==> src/rtl/hx711_serial_reader.sv <==
// HX711 24-bit load-cell ADC reader: bit-bangs PD_SCK, shifts DOUT in MSB first, publishes signed samples.
// Define HX711_AVG_EN to publish a 4-frame boxcar average instead of every frame.
module hx711_serial_reader #(
   parameter int HALF_PER    = 100,
   parameter int GAIN_PULSES = 1,
   parameter int PDN_CYC     = 10000,
   parameter int TMO_CYC     = 20000000
) (
   input  logic               clk_100MHz,
   input  logic               rst,
   input  logic               DOUT,
   output logic               PD_SCK,
   output logic signed [23:0] RAW_VAL,
   output logic               DATA_VALID,
   output logic               NO_DATA
);

   localparam int PW = $clog2(HALF_PER);

   typedef enum logic [2:0] {CHIP_RST, WAIT_RDY, SHIFT, GAIN, DONE} state_t;

   state_t          state;
   logic            dout_meta;
   logic            dout_sync;
   logic [PW-1:0]   phase_cnt;
   logic [4:0]      bit_cnt;
   logic [31:0]     wait_cnt;
   logic [23:0]     shreg;
   logic            phase_end;

   assign phase_end = (phase_cnt == PW'(HALF_PER - 1));

`ifdef HX711_AVG_EN
   logic signed [25:0] acc;
   logic signed [25:0] acc_sum;
   logic signed [25:0] acc_avg;
   logic [1:0]         frm_cnt;

   assign acc_sum = acc + $signed({{2{shreg[23]}}, shreg});
   assign acc_avg = acc_sum >>> 2;
`endif

   // DOUT is asynchronous to our clock; idle-high reset value avoids a false ready.
   always_ff @(posedge clk_100MHz or posedge rst) begin
      if (rst) begin
         dout_meta <= 1'b1;
         dout_sync <= 1'b1;
      end else begin
         dout_meta <= DOUT;
         dout_sync <= dout_meta;
      end
   end

   always_ff @(posedge clk_100MHz or posedge rst) begin
      if (rst) begin
         state      <= CHIP_RST;
         PD_SCK     <= 1'b0;
         RAW_VAL    <= '0;
         DATA_VALID <= 1'b0;
         NO_DATA    <= 1'b0;
         phase_cnt  <= '0;
         bit_cnt    <= '0;
         wait_cnt   <= '0;
         shreg      <= '0;
`ifdef HX711_AVG_EN
         acc        <= '0;
         frm_cnt    <= '0;
`endif
      end else begin
         DATA_VALID <= 1'b0;
         case (state)
            CHIP_RST: begin
               if (wait_cnt == 32'(PDN_CYC)) begin
                  PD_SCK   <= 1'b0;
                  wait_cnt <= '0;
                  state    <= WAIT_RDY;
               end else begin
                  PD_SCK   <= 1'b1;
                  wait_cnt <= wait_cnt + 32'd1;
               end
            end

            WAIT_RDY: begin
               PD_SCK <= 1'b0;
               if (!dout_sync) begin
                  PD_SCK    <= 1'b1;
                  phase_cnt <= '0;
                  bit_cnt   <= '0;
                  wait_cnt  <= '0;
                  state     <= SHIFT;
               end else if (wait_cnt == 32'(TMO_CYC - 1)) begin
                  NO_DATA  <= 1'b1;
                  wait_cnt <= '0;
               end else begin
                  wait_cnt <= wait_cnt + 32'd1;
               end
            end

            // Data is sampled at the end of the high phase, well after the chip's rising-edge update.
            SHIFT: begin
               if (!phase_end) begin
                  phase_cnt <= phase_cnt + 1'b1;
               end else begin
                  phase_cnt <= '0;
                  if (PD_SCK) begin
                     PD_SCK <= 1'b0;
                     shreg  <= {shreg[22:0], dout_sync};
                  end else if (bit_cnt == 5'd23) begin
                     PD_SCK  <= 1'b1;
                     bit_cnt <= '0;
                     state   <= GAIN;
                  end else begin
                     PD_SCK  <= 1'b1;
                     bit_cnt <= bit_cnt + 5'd1;
                  end
               end
            end

            GAIN: begin
               if (!phase_end) begin
                  phase_cnt <= phase_cnt + 1'b1;
               end else begin
                  phase_cnt <= '0;
                  if (PD_SCK) begin
                     PD_SCK <= 1'b0;
                  end else if (bit_cnt == 5'(GAIN_PULSES - 1)) begin
                     bit_cnt <= '0;
                     state   <= DONE;
                  end else begin
                     PD_SCK  <= 1'b1;
                     bit_cnt <= bit_cnt + 5'd1;
                  end
               end
            end

            DONE: begin
               NO_DATA <= 1'b0;
               state   <= WAIT_RDY;
`ifdef HX711_AVG_EN
               frm_cnt <= frm_cnt + 2'd1;
               if (frm_cnt == 2'd3) begin
                  RAW_VAL    <= acc_avg[23:0];
                  DATA_VALID <= 1'b1;
                  acc        <= '0;
               end else begin
                  acc <= acc_sum;
               end
`else
               RAW_VAL    <= shreg;
               DATA_VALID <= 1'b1;
`endif
            end

            default: begin
               PD_SCK <= 1'b0;
               state  <= CHIP_RST;
            end
         endcase
      end
   end

endmodule

==> config.mk <==
export PLATFORM = sky130hd
export DESIGN_NAME = hx711_serial_reader
export DESIGN_NICKNAME = d
export VERILOG_FILES = /design/src/rtl/hx711_serial_reader.sv
export SDC_FILE = /design/constraint.sdc
export NUM_CORES = 1
export LEC_CHECK = 0
export ABC_AREA = 0
export BUFFER_PORTS_ARGS = -buffer_cell sky130_fd_sc_hd__clkbuf_2
export CORE_MARGIN = 2
export CORE_UTILIZATION = 40
export CTS_CLUSTER_SIZE = 16
export DETAILED_ROUTE_END_ITERATION = 8
export GPL_TIMING_DRIVEN = 1
export MAX_ROUTING_LAYER = met4
export RECOVER_POWER = 100
export SLEW_MARGIN = 20
export SYNTH_ARGS = -nofsm -noshare
export SYNTH_HDL_FRONTEND = slang
export SYNTH_SLANG_ARGS = --single-unit
==> constraint.sdc <==
create_clock -name clk_100MHz -period 2.7 [get_ports clk_100MHz]
set_input_delay 0.135 -clock clk_100MHz [delete_from_list [all_inputs] [get_ports clk_100MHz]]
set_output_delay 0.135 -clock clk_100MHz [all_outputs]
set_load 0.03 [all_outputs]
======== After elaboration in Yosys (flattened, before gate mapping) ========
Cells that the tools add are included.
storage, ports and cells
  word-level logic and storage cells ...... 82
  input bits .............................. 3
  bits in registers ....................... 100
operators by class
  equality and inequality tests ........... 18
  add/subtract/negate cells ............... 3
  reductions and logical operators ........ 13
  bitwise operators ....................... 1
  muxes and demuxes ....................... 36
operators with widths
  cell                                                               number
  32-bit two-way mux                                                 3
  32-bit case mux with 2 select lines                                1
  5-bit two-way mux                                                  7
  32-bit by 1-bit adder with 32-bit output, second input constant    1
  32-bit by 14-bit == test with 1-bit output, second input constant  1
  32-bit by 25-bit == test with 1-bit output, second input constant  1
  3-bit two-way mux                                                  8
  2-bit inequality test, second input constant                       10
  3-bit case mux with 5 select lines                                 1
  5-bit case mux with 3 select lines                                 1
  7-bit two-way mux                                                  2
  7-bit case mux with 2 select lines                                 1
  1-bit two-way mux                                                  10
  3-bit AND reduction                                                3
  8-bit AND reduction                                                1
  7-bit by 1-bit adder with 7-bit output, second input constant      1
  7-bit == test, second input constant                               1
  3-bit by 2-bit == test with 1-bit output, second input constant    2
  6-bit AND reduction                                                1
  2-bit nonzero test                                                 3
  5-bit by 1-bit adder with 5-bit output, second input constant      1
  5-bit == test, second input constant                               1
  5-bit logical NOT                                                  1
  1-bit case mux with 5 select lines                                 1
  other kinds (8)                                                    8

======== Depth between registers and ports, before layout ========
  depth after elaboration ................. 5
  gate-level depth with buffers ........... 8

======== Least setup slack after synthesis ========
No wires, ideal clock.
  kind .................................... register to register
  start point ............................. register wait_cnt[0]
  end point ............................... register wait_cnt[13]
  path buffers ............................ 1
  clock period less this slack ............ 2.117 ns
  cell stages (with the launch flop) ...... 9
  data arrival time ....................... 1.998 ns
  setup time .............................. 0.119 ns
  path slack .............................. 0.583 ns
  cells stage by stage .................... dfrtp_1 inv_1 ha_1 or4b_4 nor4_4 a21oi_2 nor3_4 buf_6 nor2_1
between the ends
  cells in the longest elaborated chain, start to end .. 4
  elaborated cells between the ends (all ways) .. 7
  classes of those cells .................. 1 x add/sub; 2 x eq/ne; 4 x mux
RTL lines
  item                                                                                                    line        RTL
  from (decl)                                                                                             27          logic [31:0] wait_cnt;
  from (signal assigned)                                                                                  79          wait_cnt <= wait_cnt + 32'd1;
  from (signal assigned)                                                                                  95          wait_cnt <= wait_cnt + 32'd1;
  32-bit by 1-bit adder with 32-bit output or 32-bit by 25-bit == test with 1-bit output (tied branches)  79, 95, 91
  32-bit two-way mux                                                                                      91          end else if (wait_cnt == 32'(TMO_CYC - 1)) begin
  32-bit two-way mux                                                                                      85          if (!dout_sync) begin
  32-bit case mux with 2 select lines (*)                                                                 71          case (state)
Mark *: on every way between the ends. The rest lies on a longest branch, timed or not.
A chain may end at the register's enable or synchronous reset.

======== Final worst setup path ========
  start point ............................. register wait_cnt[0]
  end point ............................... register wait_cnt[30]
Same word-level chain as after synthesis.

==> run summary <==
Hold depth - 0
Post-Synth Simple-Gate Area - 19.3%
Critical R2R Launch - wait_cnt[0]
R2R Setup Slk - 0.33 ns
Setup violators final - 0
Die height - 113 um
GR Util All Layers - 15.7%
Syn Inst Count - 425
Post-synth ARST share - 100%
Avg Inst Size Synth - 11.1 sq um
FP Rows - 39
Vias in the first global route - 3246
Leading area contributor after synthesis - dfrtp_1
CP startpoint kind - flop
Core Box Area - 11500 sq um
Slowest-stage cell, CP - or4b_1
CP Class - reg2reg
Netlist cell types - 49
Most frequent cell after synthesis - dfrtp_1
RePlAce Congestion - 0.852
Register-to-Register Path Depth - 8
Initial DRC Count - 113
Final #Nets - 464
Clock slew at reported path FFs - 0.07 ns
I/O Buffers - 29
Critical Path Max Stage Delay - 0.48 ns
Clk buf depth - 2
Area grow syn2layout - 12.0%
DR pass1 iterations - 5
Diodes inserted - 0
TNS Setup - 0 ns
Synth top area cells - dfrtp_1, mux2_2, xnor2_1
Status - completed
RSZ-0062 raised after global routing - no
EDFF count, synth - 0
Critical path startpoint - wait_cnt[0]
Top FF cell, synth - dfrtp_1
Min-delay src - dout_meta
Mapped Nets - 433
Final Util - 46.1%
Maximum Capacitance Violations - 0
Yosys top cell area share - 52.0%
Combinational family with the most area after synthesis - simple AND/OR/NAND/NOR gates
CP Depth - 8
WP data required - 2.92 ns
Initial antenna violation count - 0
DRT antenna net count - 0
Final hold violation count - 0
H-tree Lvls - 3
Slew Viols, Final - 0
Yosys reg bits - 100
Post-CTS sizing - 0
CTS root buffer - clkbuf_16
Die width - 113 um
IO Pins - 30
Commonest cells in the netlist - dfrtp_1, mux2_2, nor2_1, nand2_1, xnor2_1
WP buf/inv - 2
Crit path DAT - 2.59 ns
HPWL after DPL - 6.03 mm
Fmax - 0.421 GHz
Tmin final - 2.37 ns
Max Fanout on Critical Path - 24
DR WL/cell - 14.7 um
Max VDD drop - 0.343 mV
Sink Count - 100
Global route overflow - 0
Period utilization - 87.9%
Die Area - 12700 sq um
Share of cells above drive strength 1 - 18.9%
First-pass GRT wire length - 15.8 mm
# DRC - 0
Synth Area in XOR/XNOR - 4.83%
Via-to-Cell Ratio - 5.31
P per Cell Area - 549 nW/um^2
CTS Buf Count - 9
Worst Hold Class - reg2reg
Post-Route WL - 8.87 mm
Vias - 3210
Compound-Gate Fraction of Synth Area - 6.28%
Crit path cell chain - inv_1, ha_1, or4b_1, nor4_4, a21oi_2, nor3_4, clkbuf_4, nor2_1
Clk Latency, worst-skew pair - 0.34 ns
Synth Area in Adders - 1.33%
Largest delay contributor family on the critical path - simple AND/OR/NAND/NOR gates
CP endpoint kind - flop
Worst slew margin - 14.1%
Initial Util - 41.1%
Static leakage - 2.30 nW
Slew @ Worst Pin - 1.28 ns
Warnings from Yosys - 0
Fillers - 1084
TritonCTS clock tree - built
Mux cell area share after synthesis - 11.9%
Post-synthesis sequential area ratio - 53.1%
Netlist Area Pre-Place - 4720 sq um
Largest net degree at the start of global routing - 72
Setup Skew - 0.00797 ns
==> cells in the final DEF, fill, tap and decap left out, drive strengths merged, types with 3 or more instances in the layout <==
| cell type | count |
|---|---|
| a21oi | 6 |
| and3 | 3 |
| clkbuf | 45 |
| dfrtp | 98 |
| ha | 5 |
| inv | 14 |
| mux2 | 48 |
| nand2 | 34 |
| nand2b | 4 |
| nand3 | 13 |
| nand4 | 8 |
| nand4bb | 3 |
| nor2 | 42 |
| nor3 | 18 |
| nor4 | 13 |
| o211ai | 4 |
| o21ai | 23 |
| o21bai | 3 |
| o31ai | 3 |
| or2 | 5 |
| or3 | 4 |
| or4 | 4 |
| xnor2 | 24 |
==> cell type report <==
type / count / area [sq um] / area share, %
inverter: 14 / 53.8 / 1.02
tap: 143 / 179 / 3.39
sequential: 100 / 2500 / 47.4
timing repair buffer: 38 / 174 / 3.29
clock buffer: 11 / 233 / 4.41
multi-input combinational: 293 / 2050 / 38.9
clock inverter: 5 / 85.1 / 1.61
==> report_power, final <==
| group | leakage [nW] | internal [mW] | switching [mW] |
|---|---|---|---|
| registers | 1.37 | 1.50 | 0.00199 |
| clock network | 0.150 | 0.818 | 0.549 |
| logic | 0.781 | 0.00400 | 0.0285 |
| total | 2.30 | 2.32 | 0.579 |
==> flip-flops by register name (all words and copies together), names as in the netlist <==
name,cells
bit_cnt,5
RAW_VAL,24
NO_DATA,1
phase_cnt,7
wait_cnt,32
DATA_VALID,1
dout_meta,1
shreg,24
PD_SCK,1
state,3
dout_sync,1
==> cell families after synthesis <==
group                      count (synthesis)
and+or+nand+nor                          164
adders and majority gates                  5
muxes                                     50
DFF                                      100
buffers and inverters                     32
AOI/OAI and AO/OA                         48
xor gates and xnor gates                  26
==> routing by layer <==
| metal | track usage, % | vias to the layer above | wire, um |
|---|---|---|---|
| met2 | 24.4 | 52 | 4240 |
| met5 | - | - | 0 |
| met3 | 3.89 | 6 | 355 |
| met1 | 20.7 | 1588 | 4190 |
| li1 | - | 1564 | - |
| met4 | 4.47 | 0 | 86 |
==> final timing paths <==
| check | endpoint |
|---|---|
| max | wait_cnt[30] |
| min | dout_sync |
| max reg2reg | wait_cnt[30] |
| min reg2reg | dout_sync |
| max in group asynchronous | shreg[23] |
| min in group asynchronous | wait_cnt[18] |
==> metrics by stage <==
stage	hold WS (ns)	setup WS, ns	instance area [sq um]	cells	power, mW
after floorplan	0.139	0.583	4720	425	1.55
after detailed placement	0.224	0.384	5010	586	1.57
after global routing	0.365	0.117	5280	604	3.00
after CTS	0.359	0.371	5350	604	2.94
final	0.357	0.326	5280	604	2.90
after global placement	0.234	0.456	5010	586	1.57
==> repair_timing <==
item | 4_1_cts | 5_1_grt
buffers inserted | 0 | 0
hold buffers | 2 | 0
endpoints found under the hold margin | 30 | 0
Note: power is estimated with default switching activity, not from simulation.
